File: src/rtl/traffic_monitor.sv
// traffic_monitor
//   Passive checker that watches a two-road traffic-light controller and
//   latches sticky error flags when the lights, their dwell times or the
//   pedestrian signals misbehave. One clock tick is one second.
//
//   Optional feature macro: MONITOR_DWELL_CHECK_EN
//     defined   : per-road dwell counters and GREEN/YELLOW dwell checks exist
//     undefined : no dwell counters; err_dwell is constant 0
//
// Ports
//   clk            in   clock, all state updates on the rising edge
//   reset          in   asynchronous, active-low reset
//   T1state/T2state in  2-bit light per road: 00 RED, 01 GREEN, 10 YELLOW, 11 illegal
//   T1_WALK/T2_WALK in  pedestrian walk across road 1 / road 2
//   buzzer_walk    in   audible walk indicator, must equal T1_WALK | T2_WALK
//   err_clr        in   synchronous clear of the sticky flags and the count
//   err_conflict   out  sticky: both roads non-RED
//   err_encoding   out  sticky: 11 seen on a state input
//   err_transition out  sticky: illegal light sequence
//   err_dwell      out  sticky: GREEN/YELLOW dwell out of range
//   err_walk       out  sticky: walk/buzzer rule broken
//   err_any        out  OR of the five sticky flags
//   err_count      out  8-bit saturating count of cycles with a new violation
module traffic_monitor #(
  parameter int YEL_MIN   = 3,
  parameter int YEL_MAX   = 5,
  parameter int MIN_GREEN = 10
) (
  input  logic       clk,
  input  logic       reset,
  input  logic [1:0] T1state,
  input  logic [1:0] T2state,
  input  logic       T1_WALK,
  input  logic       T2_WALK,
  input  logic       buzzer_walk,
  input  logic       err_clr,
  output logic       err_conflict,
  output logic       err_encoding,
  output logic       err_transition,
  output logic       err_dwell,
  output logic       err_walk,
  output logic       err_any,
  output logic [7:0] err_count
);

  localparam int          NUM_ROADS = 2;
  localparam logic [1:0]  RED = 2'b00;
  localparam logic [1:0]  GRN = 2'b01;
  localparam logic [1:0]  YEL = 2'b10;
  localparam logic [1:0]  ILL = 2'b11;

  // flag bit positions in r_flags / w_new
  localparam int F_CONF = 4;
  localparam int F_ENC  = 3;
  localparam int F_TRN  = 2;
  localparam int F_DWL  = 1;
  localparam int F_WLK  = 0;

  logic [NUM_ROADS-1:0][1:0] w_st;
  logic [NUM_ROADS-1:0]      w_walk;
  logic [NUM_ROADS-1:0][1:0] r_prev;
  logic                      r_prev_vld;

  logic [NUM_ROADS-1:0] w_enc;   // road sample is 11
  logic [NUM_ROADS-1:0] w_chg;   // road sample differs from previous sample
  logic [NUM_ROADS-1:0] w_hist;  // usable history: previous sample valid and legal
  logic [NUM_ROADS-1:0] w_trn;
  logic [NUM_ROADS-1:0] w_wlk;
  logic                 w_conf;
  logic                 w_buzz;
  logic                 w_dwl_any;
  logic [4:0]           w_new;
  logic                 w_viol;

  logic [4:0]           r_flags;
  logic [7:0]           r_cnt;

  assign w_st   = {T2state, T1state};
  assign w_walk = {T2_WALK, T1_WALK};

  always_comb begin
    w_enc  = '0;
    w_chg  = '0;
    w_hist = '0;
    w_trn  = '0;
    w_wlk  = '0;
    for (int i = 0; i < NUM_ROADS; i++) begin
      w_enc[i]  = (w_st[i] == ILL);
      w_chg[i]  = (w_st[i] != r_prev[i]);
      // An 11 sample (now or previously) gives no meaningful sequence, so the
      // road's sequence checks are suppressed around it.
      w_hist[i] = r_prev_vld && (r_prev[i] != ILL) && !w_enc[i];
      w_trn[i]  = w_hist[i] &&
                  (((r_prev[i] == GRN) && (w_st[i] == RED)) ||
                   ((r_prev[i] == RED) && (w_st[i] == YEL)) ||
                   ((r_prev[i] == YEL) && (w_st[i] == GRN)));
      w_wlk[i]  = w_walk[i] && !w_enc[i] && (w_st[i] != RED);
    end
  end

  // 11 counts as non-RED for the conflict check.
  assign w_conf = (T1state != RED) && (T2state != RED);
  assign w_buzz = buzzer_walk != (T1_WALK | T2_WALK);

`ifdef MONITOR_DWELL_CHECK_EN
  localparam logic [7:0] L_YMIN = 8'(YEL_MIN);
  localparam logic [7:0] L_YMAX = 8'(YEL_MAX);
  localparam logic [7:0] L_GMIN = 8'(MIN_GREEN);

  // r_dwell holds the dwell of the most recent sample, counting from 1.
  logic [7:0]           r_dwell [NUM_ROADS];
  logic [NUM_ROADS-1:0] w_dwl;

  always_comb begin
    w_dwl = '0;
    for (int i = 0; i < NUM_ROADS; i++) begin
      // Exit checks use the dwell of the state being left (still in r_dwell).
      // Overstay fires once: on the edge the count would step from YEL_MAX
      // to YEL_MAX+1; later YELLOW samples never match again.
      w_dwl[i] = (w_hist[i] && w_chg[i] && (r_prev[i] == YEL) && (r_dwell[i] < L_YMIN)) ||
                 (w_hist[i] && w_chg[i] && (r_prev[i] == GRN) && (r_dwell[i] < L_GMIN)) ||
                 (w_hist[i] && !w_chg[i] && (w_st[i] == YEL) && (r_dwell[i] == L_YMAX));
    end
  end

  always_ff @(posedge clk or negedge reset) begin
    if (!reset) begin
      for (int i = 0; i < NUM_ROADS; i++) r_dwell[i] <= 8'd0;
    end else begin
      for (int i = 0; i < NUM_ROADS; i++) begin
        if (!r_prev_vld || w_chg[i])  r_dwell[i] <= 8'd1;
        else if (r_dwell[i] != 8'hFF) r_dwell[i] <= r_dwell[i] + 8'd1;
      end
    end
  end

  assign w_dwl_any = |w_dwl;
`else
  assign w_dwl_any = 1'b0;
`endif

  always_comb begin
    w_new         = '0;
    w_new[F_CONF] = w_conf;
    w_new[F_ENC]  = |w_enc;
    w_new[F_TRN]  = |w_trn;
    w_new[F_DWL]  = w_dwl_any;
    w_new[F_WLK]  = (|w_wlk) || w_buzz;
  end

  assign w_viol = |w_new;

  always_ff @(posedge clk or negedge reset) begin
    if (!reset) begin
      r_prev     <= '0;
      r_prev_vld <= 1'b0;
      r_flags    <= '0;
      r_cnt      <= 8'd0;
    end else begin
      r_prev     <= w_st;
      r_prev_vld <= 1'b1;
      // A violation in the clear cycle survives the clear.
      r_flags    <= err_clr ? w_new : (r_flags | w_new);
      if (err_clr)                      r_cnt <= w_viol ? 8'd1 : 8'd0;
      else if (w_viol && r_cnt != 8'hFF) r_cnt <= r_cnt + 8'd1;
    end
  end

  assign err_conflict   = r_flags[F_CONF];
  assign err_encoding   = r_flags[F_ENC];
  assign err_transition = r_flags[F_TRN];
  assign err_dwell      = r_flags[F_DWL];
  assign err_walk       = r_flags[F_WLK];
  assign err_any        = |r_flags;
  assign err_count      = r_cnt;

endmodule
File: config.mk
export PLATFORM = sky130hd
export DESIGN_NAME = traffic_monitor
export DESIGN_NICKNAME = d
export VERILOG_FILES = /design/src/rtl/traffic_monitor.sv
export SDC_FILE = /design/constraint.sdc
export NUM_CORES = 1
export LEC_CHECK = 0
export CAP_MARGIN = 25
export CORE_ASPECT_RATIO = 0.9
export CORE_MARGIN = 3
export CORE_UTILIZATION = 48
export CTS_CLUSTER_DIAMETER = 100
export DETAILED_ROUTE_END_ITERATION = 16
export PLACE_DENSITY = 0.86
export SYNTH_ARGS = -nofsm -noshare
export SYNTH_HDL_FRONTEND = slang
export SYNTH_SLANG_ARGS = --single-unit
File: constraint.sdc
create_clock -name clk -period 2.5 [get_ports clk]
set_input_delay 0.625 -clock clk [delete_from_list [all_inputs] [get_ports clk]]
set_output_delay 0.625 -clock clk [all_outputs]
set_load 0.03 [all_outputs]
== After elaboration in Yosys (flattened, before gate mapping) ==
Cells that the tools add are included.
Storage, ports and cells
  bits of input ports: 10
  word-level logic and storage cells: 63
  register bits after elaboration: 18
Operators by class
  reduce and logical (&&, ||, !) cells: 37
  bitwise operators: 2
  multiplexer cells: 4
  eq/ne operators: 14
  add/sub/neg operators: 1
Operators with widths (count)
  $logic_and A1 B1 Y1: 18
  $mux W8: 2
  $eq A2 B2 Y1 const B: 6
  $add A8 B1 Y8 const B: 1
  $eq A2 B1 Y1 const B: 4
  $logic_not A2 Y1: 4
  $ne A8 B8 Y1 const B: 1
  $reduce_bool A2 Y1: 3
  $reduce_or A2 Y1: 3
  $reduce_or A6 Y1: 1
  $logic_or A1 B1 Y1: 5
  $mux W5: 1
  $or A5 B5 Y5: 1
  $reduce_or A5 Y1: 1
  $ne A2 B2 Y1 const B: 2
  $logic_not A1 Y1: 2
  $mux W1: 1
  $ne A1 B1 Y1: 1
  $or A1 B1 Y1: 1

== Depth between registers and ports, before layout ==
  word-level depth: 10
  depth in mapped cells: 6
  mapped depth without buffers: 5

== Worst setup path after synthesis ==
No wires, ideal clock.
  kind: input-to-reg
  start point: in T2state[0]
  end point: reg r_cnt[5], in the netlist err_count[5]
  library setup time: 0.128 ns
  path buffers: 1
  stages on the path: 6
  setup slack: 0.309 ns
  data required time: 2.372 ns
  arrival: 2.063 ns
  path through: buf_6 -> or3b_1 -> a21oi_2 -> o41ai_4 -> a2111oi_2 -> mux2_1
Between the ends
  longest elaborated chain between the ends: 9
  elaborated cells between the ends (all ways): 21
RTL lines
  start: declaration: RTL line 32  | input logic [1:0] T2state,
  $eq A2 B2 Y1: RTL line 88  | w_enc[i] = (w_st[i] == ILL);
  $logic_not A1 Y1: RTL line 92, 97
  $logic_and A1 B1 Y1 (2 in series): RTL line 97  | w_wlk[i] = w_walk[i] && !w_enc[i] && (w_st[i] != RED);
  $reduce_or A2 Y1: RTL line 148  | w_new[F_WLK] = (|w_wlk) || w_buzz;
  $logic_or A1 B1 Y1: RTL line 148
  $reduce_or A6 Y1 (*): RTL line 151  | assign w_viol = |w_new;
  $logic_and A1 B1 Y1 (*): RTL line 165  | else if (w_viol && r_cnt != 8'hFF) r_cnt <= r_cnt + 8'd1;
  $reduce_bool A2 Y1 (no source line) (*)
  end signal: assignment: RTL line 164  | if (err_clr) r_cnt <= w_viol ? 8'd1 : 8'd0;
  end signal: assignment: RTL line 165
  end: declaration: RTL line 76  | logic [7:0] r_cnt;
Mark *: on every way between the ends. The rest lies on a longest branch, timed or not.
A chain may end at the register's enable or synchronous reset.

== Worst setup path in the final report ==
  start point: reg r_flags[2]
  end point: out err_any
Between the ends
  longest elaborated chain between the ends: 1
RTL lines
  start: declaration: RTL line 75  | logic [4:0] r_flags;
  start signal: assignment: RTL line 163  | r_flags <= err_clr ? w_new : (r_flags | w_new);
  $reduce_or A5 Y1: RTL line 174  | assign err_any = |r_flags;
  end: declaration: RTL line 42  | output logic err_any,
No other way between the ends.

==> out/metrics.yaml <==
floorplan:
  fp.coreArea_um2: 1952
  floorplan.io_pins: 24
  placement_rows: 15
  die_y_um: 49.65
  initial_utilization_pct: 52.05
  die_area_um2: 2705
  die_width_um: 54.50
global_routing:
  grt_util_all_layers_pct: 19.41
  grt_start_max_net_pins: 18
  gr-total-overflow: 0
  antenna_violations_before_repair: 0
  first_pass_grt_wire_length_um: 3795
  grt_pass1_vias: 869
logic_synthesis:
  synth_seq_area_share_pct: 41.87
  synth_edf_count: 0
  synth_top_area_share_pct: 41.87
  synth_cell_types: 37
  mappedNetlistNets: 108
  most_used_flip_flop_cell_after_synthesis: "sky130_fd_sc_hd__dfrtp_1"
  post_synth_inst_count: 97
  post_synth_main_area_contributors: "sky130_fd_sc_hd__dfrtp_1 (42%), sky130_fd_sc_hd__mux2_1 (5.5%), sky130_fd_sc_hd__a2111oi_2 (4.4%)"
  yosysTopAreaCell: "sky130_fd_sc_hd__dfrtp_1"
  synth-seq-cells: 17
  syn-mean-instance-area_um2: 10.47
  yosysWarningCount: 0
  syn-cell-area_um2: 1016
  asyncSetResetFlopFracSynth_pct: 100.0
worst_setup_path:
  timing.critical_path.cells: "or4_1, clkdlybuf4s50_1"
  worst_ep_arrival_time_ns: 1.82
  rr_endpoint: "err_count[4]"
  maximum_single_stage_delay_on_the_critical_path_ns: 0.61
  critical_path.startpoint_type: "flip-flop"
  worstReg2RegStart: "r_prev[3]"
  worstRegToRegCells: 6
  worst-setup-path-type: "flip-flop to output port"
  critPathCaptureType: "output port"
  crit_path_top_delay_cell: "sky130_fd_sc_hd__clkdlybuf4s50_1"
  critical_path_peak_fanout: 3
  worst_path_dominant_cell_family: "buffers and inverters"
  worstPathRequired_ns: 1.88
  path_buf_inv: 1
  reg2reg_setup_slack_ns: 0.39
timing:
  hold_viol_final: 0
  timing_worst_slew_pin_value_ns: 0.7262
  setup-violations-final: 0
  fmaxAchievable_ghz: 0.4088
  min_period_ns: 2.446
  maxSlewHeadroom_pct: 51.44
  timing_max_transition_violations_final: 0
  final_min_period_over_clock_period_pct: 97.86
  setup-tns-final_ns: 0
  hold-worst-slack_ns: 0.5452
  clock_skew_ns: 0.0009628
placed_design:
  place.port_buffers: 22
  finalWeightedCongestion: 0.9044
  dpl_wire_length_um: 1704
pwr:
  pwr-share-clk_pct: 21.7
  pwr-share-seq_pct: 49.3
  power.internal_mw: 0.4393
  netSwitchingFraction_pct: 32.07
  power.ir.vdd_worst_mv: 0.4050
  p_switching_mw: 0.2074
  power.leakage_nw: 0.5491
  power_density_nw_per_um2: 476.8
  comb_power_share_pct: 29.0
finish:
  num-fill-cells: 146
  post_route_cells_drive_above_1_share_pct: 16.41
  flow.area_growth_from_synthesis_pct: 33.50
  final_core_utilization_pct: 69.49
  antennaDiodeCount: 0
  nNetsFinal: 140
clocking:
  cts_htree_levels: 1
  cts.path.max_buffers: 2
  cts_made_buffers: 3
  worstSkewPairLatency_ns: 0.28
  cts_sinks: 17
  cts-root-buf: "sky130_fd_sc_hd__clkbuf_4"
  clk_transition_reported_paths_ns: 0.09
  tritoncts: "yes"
drt:
  first_drt_iteration_drcs: 11
  vias_per_cell: 5.412
  vias: 828
  ant_nets: 0
  route.detailed.drc: 0
  route.final.wire_length_um: 2244
  detailed_routing_iteration_count_for_the_pre_antenna_repair_pass: 4
  detail_route.wl_per_cell_um: 14.67
run_status:
  status: "finished clean"
worst_hold_path:
  hold_crit_depth: 2
  timing.hold.worst.class: "flip-flop to flip-flop"
  worstHoldEndpoint: "r_flags[3]"
  timing.hold.worst.start: "r_flags[3]"
job:
  max_cap_violations: 0
Yosys cell counts, types with 2 or more instances:
library cell / count
sky130_fd_sc_hd__dfrtp_1: 17
sky130_fd_sc_hd__nand2_1: 8
sky130_fd_sc_hd__nor2_1: 8
sky130_fd_sc_hd__inv_1: 7
sky130_fd_sc_hd__mux2_1: 5
sky130_fd_sc_hd__nor2b_1: 5
sky130_fd_sc_hd__o21ai_0: 5
sky130_fd_sc_hd__a211oi_1: 4
sky130_fd_sc_hd__a2111oi_2: 3
sky130_fd_sc_hd__nand3_1: 3
sky130_fd_sc_hd__buf_6: 2
sky130_fd_sc_hd__conb_1: 2
sky130_fd_sc_hd__mux2i_1: 2
sky130_fd_sc_hd__nor3_1: 2
sky130_fd_sc_hd__xnor2_1: 2
worst register-to-register path, delay by kind of cell (launching register included):
kind	cells	cell delay, ns
compound gates	3	0.65
buf+inv	1	0.20
flops	1	0.41
mux	1	0.35
simple gates	1	0.39
power groups by stage:
stage	clock network, mW	logic [mW]	registers (mW)
final	0.140	0.188	0.318
after global routing	0.161	0.203	0.323
after CTS	0.145	0.183	0.318
after detailed placement	0	0.183	0.323
after global placement	0	0.177	0.322
after floorplan	0	0.0742	0.350
stage by stage:
step	total power, mW	setup WS [ns]	cell area (µm²)	cells
floorplan	0.4246	0.3090	1016	97
global placement	0.4991	-0.2298	1294	148
detailed placement	0.5055	-0.3244	1294	148
CTS	0.6462	0.008835	1319	152
global route	0.6869	-0.01557	1356	153
finish	0.6467	0.05360	1356	153
layer usage:
metal / vias up / wire length (µm) / global-route usage [%]
met5: - / 0 / 0
met4: 0 / 48 / 8.714
met3: 7 / 93 / 3.021
met2: 22 / 1132 / 32.27
met1: 390 / 969 / 23.98
li1: 409 / - / -
logic make-up (layout without fill, tap and decap cells):
family	Yosys count	count (layout)	synth area share, %
simple gates	33	33	17.98
compound gates	22	22	20.81
flops	17	17	41.87
buf+inv	11	42	5.912
mux	8	8	8.866
xor+xnor	3	3	2.587
other cells	2	2	0.7392
fa+ha+maj	1	1	1.231
how the worst max path moves through the flow:
stage	start	to	cells after the start
6_report	r_flags[2]	err_any	2
5_1_grt	T2state[1]	err_count[4]	7
4_1_cts	T1state[1]	err_count[3]	5
3_5_place_dp	T2state[0]	err_count[5]	7
3_3_place_gp	T2state[0]	err_count[7]	7
2_1_floorplan	T2state[0]	err_count[5]	6
what timing repair did:
action                     in CTS  in global routing
resized for setup               1                  3
hold buffers                    0                  0
setup endpoints to repair       1                  5
pin swaps                       0                  1
buffers inserted                0                  1
sequential cells by signal, indices dropped and copies added (netlist names):
| signal | count |
|---|---|
| r_prev | 4 |
| r_flags | 4 |
| r_prev_vld | 1 |
| err_count | 8 |
cell usage in the layout, fill, tap and decap left out, types with 2 or more instances in the layout:
cell type	synthesis	final
sky130_fd_sc_hd__mux2i_1	2	2
sky130_fd_sc_hd__xnor2_1	2	2
sky130_fd_sc_hd__nand3_1	3	3
sky130_fd_sc_hd__mux2_1	5	5
sky130_fd_sc_hd__buf_4	1	9
sky130_fd_sc_hd__a2111oi_4	0	2
sky130_fd_sc_hd__nand2_1	8	8
sky130_fd_sc_hd__clkdlybuf4s50_1	0	21
sky130_fd_sc_hd__conb_1	2	2
sky130_fd_sc_hd__o21ai_0	5	5
sky130_fd_sc_hd__clkbuf_4	0	3
sky130_fd_sc_hd__inv_1	7	7
sky130_fd_sc_hd__nor2b_1	5	5
sky130_fd_sc_hd__dfrtp_1	17	17
sky130_fd_sc_hd__nor2_1	8	8
sky130_fd_sc_hd__a211oi_1	4	4
cell type report:
class	instances	area, µm²	area share, %
Multi-Input combinational cell	69	560.5	41.33
Sequential cell	17	425.4	31.37
Clock buffer	4	26.28	1.937
Timing Repair Buffer	31	286.5	21.13
Tap cell	25	31.28	2.306
Inverter	7	26.28	1.937
Note: power is estimated with default switching activity, not from simulation.
